$ cat src/rtl/fetch_sequencer.sv
// Program store plus PC sequencer feeding the opcode decoder.
// Burst-loaded memory; each instruction takes one FETCH and one EXEC cycle.
module fetch_sequencer #(
    parameter int         ADDR_W    = 4,
    parameter logic [7:0] HALT_WORD = 8'hFF
) (
    input  logic              clk,
    input  logic              rst_n,
    input  logic              prog_en,
    input  logic [7:0]        prog_data,
    input  logic              run,
    input  logic              bez,
    input  logic              ja,
    input  logic              zero,
    output logic [2:0]        opcode,
    output logic [4:0]        operand,
    output logic              instr_valid,
    output logic [ADDR_W-1:0] pc,
    output logic              halted,
    output logic              loading
);

    localparam int DEPTH = 1 << ADDR_W;

    typedef enum logic [2:0] {
        S_IDLE,
        S_LOAD,
        S_FETCH,
        S_EXEC,
        S_HALT
    } state_t;

    state_t            state_q, state_d;
    logic [ADDR_W-1:0] pc_q, pc_d;
    logic [ADDR_W-1:0] wr_ptr_q, wr_ptr_d;
    logic [7:0]        instr_q, instr_d;

    logic [7:0]        mem [0:DEPTH-1];
    logic              mem_we;
    logic [ADDR_W-1:0] mem_waddr;
    logic [7:0]        fetch_word;
    logic [ADDR_W-1:0] branch_target;

    assign fetch_word    = mem[pc_q];
    // Operand bits above the address width only matter as immediates.
    assign branch_target = instr_q[ADDR_W-1:0];

    always_comb begin
        state_d   = state_q;
        pc_d      = pc_q;
        wr_ptr_d  = wr_ptr_q;
        instr_d   = instr_q;
        mem_we    = 1'b0;
        mem_waddr = wr_ptr_q;
        case (state_q)
            S_IDLE: begin
                if (prog_en) begin
                    mem_we    = 1'b1;
                    mem_waddr = '0;
                    wr_ptr_d  = ADDR_W'(1);
                    state_d   = S_LOAD;
                end else if (run) begin
                    pc_d    = '0;
                    state_d = S_FETCH;
                end
            end
            S_LOAD: begin
                if (prog_en) begin
                    mem_we   = 1'b1;
                    wr_ptr_d = wr_ptr_q + ADDR_W'(1);
                end else begin
                    state_d = S_IDLE;
                end
            end
            S_FETCH: begin
                instr_d = fetch_word;
                state_d = (fetch_word == HALT_WORD) ? S_HALT : S_EXEC;
            end
            S_EXEC: begin
                if (ja || (bez && zero)) begin
                    pc_d = branch_target;
                end else begin
                    pc_d = pc_q + ADDR_W'(1);
                end
                state_d = run ? S_FETCH : S_IDLE;
            end
            S_HALT: begin
                if (!run) begin
                    state_d = S_IDLE;
                end
            end
            default: state_d = S_IDLE;
        endcase
    end

    always_ff @(posedge clk or negedge rst_n) begin
        if (!rst_n) begin
            state_q  <= S_IDLE;
            pc_q     <= '0;
            wr_ptr_q <= '0;
            instr_q  <= HALT_WORD;
        end else begin
            state_q  <= state_d;
            pc_q     <= pc_d;
            wr_ptr_q <= wr_ptr_d;
            instr_q  <= instr_d;
        end
    end

    // Program contents deliberately survive reset.
    always_ff @(posedge clk) begin
        if (mem_we) begin
            mem[mem_waddr] <= prog_data;
        end
    end

    assign instr_valid = (state_q == S_EXEC);
    assign opcode      = instr_valid ? instr_q[7:5] : 3'b111;
    assign operand     = instr_q[4:0];
    assign pc          = pc_q;
    assign halted      = (state_q == S_HALT);
    assign loading     = (state_q == S_LOAD);

endmodule

$ cat config.mk
export PLATFORM = sky130hd
export DESIGN_NAME = fetch_sequencer
export DESIGN_NICKNAME = d
export VERILOG_FILES = /design/src/rtl/fetch_sequencer.sv
export SDC_FILE = /design/constraint.sdc
export NUM_CORES = 1
export LEC_CHECK = 0
export BUFFER_PORTS_ARGS = -buffer_cell sky130_fd_sc_hd__buf_2
export CORE_MARGIN = 10
export CORE_UTILIZATION = 30
export DETAILED_ROUTE_END_ITERATION = 10
export HOLD_SLACK_MARGIN = 0.12
export SLEW_MARGIN = 10
export SYNTH_ARGS = -nofsm -noshare
export SYNTH_HDL_FRONTEND = slang
export SYNTH_SLANG_ARGS = --single-unit
$ cat constraint.sdc
create_clock -name clk -period 5.15 [get_ports clk]
set_clock_uncertainty 0.05 [all_clocks]
set_input_delay 0.2575 -clock clk [delete_from_list [all_inputs] [get_ports clk]]
set_output_delay 0.2575 -clock clk [all_outputs]
set_load 0.01 [all_outputs]
==> impl_metrics.py <==
metrics = {
    "outcome": {
        "status": "completed",
    },
    "synth": {
        "synth_compound_area_share_pct": 3.030,
        "synthFlopType": "edfxtp_1",
        "ys_ff_latch": 147,
        "syn_area_um2": 5987,
        "synth-xor-area-share_pct": 0,
        "ys_seq_area_share_pct": 72.31,
        "syn_avg_cell_area_um2": 18.14,
        "yosys-top-cells-area": "edfxtp_1, mux4_2, dfrtp_1",
        "synth_top_family_by_area": "multiplexers",
        "synth.area.mux_share_pct": 14.15,
        "synth-edff-count": 128,
        "ys_warn_count": 0,
        "synth_commonest_cells": "edfxtp_1, mux4_2, nand3_1",
        "synth.most_common_cell": "edfxtp_1",
        "synth.largest_area_cell": "edfxtp_1",
        "yosys.area.top_type_share_pct": 64.20,
        "yosys.area_share.simple_pct": 7.273,
        "synth_cell_type_count": 40,
        "synth_cells": 330,
        "syn_nets": 347,
        "synth_fa_ha_area_share_pct": 0.4180,
        "async_reset_ff_share_pct": 12.93,
    },
    "worst_setup_path": {
        "crit_fanout": 28,
        "reg2reg_depth": 7,
        "startpoint": "pc[0]",
        "critical_path_class": "flip-flop to flip-flop",
        "r2r_end": "state_q[2]",
        "critPathArrivalTime_ns": 3.03,
        "end_kind": "flip-flop",
        "reg2reg_from": "pc[0]",
        "cp.required_ns": 5.41,
        "reg2reg_slack_ns": 2.39,
        "critPathCapture": "state_q[2]",
        "startpoint_type": "flip-flop",
    },
    "clock_network": {
        "clock_latency_ns": 0.42,
        "path_clk_slew_ns": 0.06,
        "numCtsBuffers": 17,
        "root_buffer": "clkbuf_16",
        "clockBufferDepth": 2,
        "htree_levels": 4,
        "clock-sinks": 147,
        "cts_tree": "yes",
    },
    "sta": {
        "drv_slew": 0,
        "hold_viol_final": 0,
        "finalCritPeriodShare_pct": 53.67,
        "fmax_mhz": 361.8,
        "period_needed_ns": 2.764,
        "setup_tns_ns": 0,
        "whs_ns": 0.1755,
        "worst_slew_pin_slew_ns": 1.128,
        "rsz0062_at_grt": "no",
        "setup_violations": 0,
        "slew_headroom_pct": 24.15,
    },
    "floorplanning": {
        "chipHeight_um": 161.3,
        "start_util_pct": 30.66,
        "dieArea_um2": 26010,
        "die_w_um": 161.3,
        "rows": 51,
        "core_area_um2": 19530,
        "ioPinCount": 30,
    },
    "power_and_ir_drop": {
        "internal-power_w": 0.002522,
        "seq_power_share_pct": 45.6,
        "pwr_density_cell_nw_per_um2": 517.3,
        "p_switching_w": 0.001051,
        "power_frac_comb_pct": 22.3,
        "netSwitchingFraction_pct": 29.42,
        "max-vdd-ir-drop_uv": 187.9,
        "clkPwrFrac_pct": 32.1,
        "leakage_nw": 2.283,
    },
    "grt": {
        "grtUsageTotal_pct": 10.26,
        "use_met2_pct": 16.41,
        "grt_pass1_wl_um": 19890,
        "use_met1_pct": 12.59,
        "met3_usage_pct": 3.660,
        "antenna_found_initial": 0,
        "overflow": 0,
        "grt-busiest-layer": "met2",
        "grt_pass1_vias": 3284,
        "grt_max_degree": 29,
    },
    "placement": {
        "place.detailed.hpwl_um": 8671,
        "place_area_um2": 6340,
        "globalplace.congestion": 0.8508,
        "io_buffer_count": 29,
    },
    "routing": {
        "drtAntennaViolNets": 0,
        "drc_errors": 0,
        "vias": 3093,
        "drt_first_pass_iters": 4,
        "viasPerCell": 4.833,
        "drtIter0Drc": 251,
        "drt_wl_total_um": 12810,
        "routedWlPerCell_um": 20.01,
    },
    "final_layout": {
        "fillCellCount": 1848,
        "fin_nets": 380,
        "diodes": 0,
        "area_delta_synth_final_pct": 15.36,
        "fin_area_um2": 6907,
        "seq_area_um2": 4330,
        "multi_input_area_um2": 1495,
        "drive_gt1_share_pct": 29.07,
    },
    "min_path": {
        "hold_path_class": "primary input to flip-flop",
        "min_from": "prog_data[7]",
    },
    "flow_run": {
        "cap_viol_max_count": 0,
    },
}
## per-layer routing
metal | wire length [um] | share of wire, %
met1 | 5534 | 43
met2 | 6177 | 48
met3 | 896 | 7.0
met4 | 198 | 1.5
met5 | 0 | 0
## what timing repair did
item / in CTS / in global routing
setup endpoints to repair: 0 / 0
setup buffers: 0 / 0
resized for setup: 0 / 0
hold buffers: 2 / 0
hold endpoints to repair: 21 / 0
## metrics by stage
stage	instances	utilization (%)	setup slack [ns]	power [W]
after floorplan	330	-	3.032	0.002230
after global placement	607	32.47	2.424	0.002433
after detailed placement	607	32.47	2.338	0.002457
after CTS	640	35.37	2.323	0.003603
after global routing	640	35.37	2.181	0.003758
final	640	35.37	2.386	0.003573
## registers in the layout, summed over array words and instances (netlist names)
signal,cells
state_q,3
wr_ptr_q,4
instr_q,8
mem,128
pc,4
## layout make-up
| cell class | count | area share (%) |
|---|---|---|
| clock buffers | 17 | 6.159 |
| clock inverters | 14 | 1.757 |
| inverters | 2 | 0.1087 |
| multi-input cells | 160 | 21.65 |
| flip-flops and latches | 147 | 62.70 |
| well taps | 265 | 4.801 |
| repair buffers | 35 | 2.826 |
## power by group through the flow
stage	registers (W)	clock network, W	logic (W)
floorplan	0.00152	0	0.000712
global placement	0.00164	0	0.000789
detailed placement	0.00165	0	0.000804
CTS	0.00163	0.00117	0.000808
global route	0.00165	0.00123	0.000876
finish	0.00163	0.00115	0.000795
## cell families after synthesis
logic type	after synthesis
flip-flops	147
AND/OR/NAND/NOR	87
multiplexers	42
AO/OA/AOI/OAI	29
buffers and inverters	23
adder cells (fa/ha/maj)	2
## placed cells by master (no fill, tap or decap), types with 3 or more instances in the layout
master	Yosys	final
clkbuf_16	0	17
nor2b_1	3	3
dfrtp_1	11	10
a21oi_1	6	6
clkinv_1	0	4
a21o_1	4	4
o21ai_0	8	8
edfxtp_1	128	128
mux4_2	28	28
nor2_1	18	18
mux2_2	9	9
nand3_1	22	22
nand2_1	18	18
dfstp_2	8	8
nor3_1	3	3
clkinv_2	0	6
or3_1	4	4
a22oi_1	8	8
buf_2	3	29
mux4_1	4	4
buf_4	7	4
nand3b_1	3	3
## critical path: stages, from the launching register on
cell     delay [ns]
dfrtp_2        0.95
buf_4          0.36
mux4_2         0.53
a22oi_1        0.21
nand3_1        0.15
nand4_1        0.15
nor3_1         0.08
a21o_1         0.16
## worst min path at each step
stage,cells after the start,slack (ns),end
after global routing,1,0.17,mem[7][0]
after floorplan,0,-0.09,pc[0]
after global placement,1,0.18,wr_ptr_q[0]
after CTS,1,0.16,mem[3][7]
after detailed placement,1,0.19,pc[1]
final,1,0.18,mem[2][7]
No activity file was read; power rests on OpenSTA's default activity.
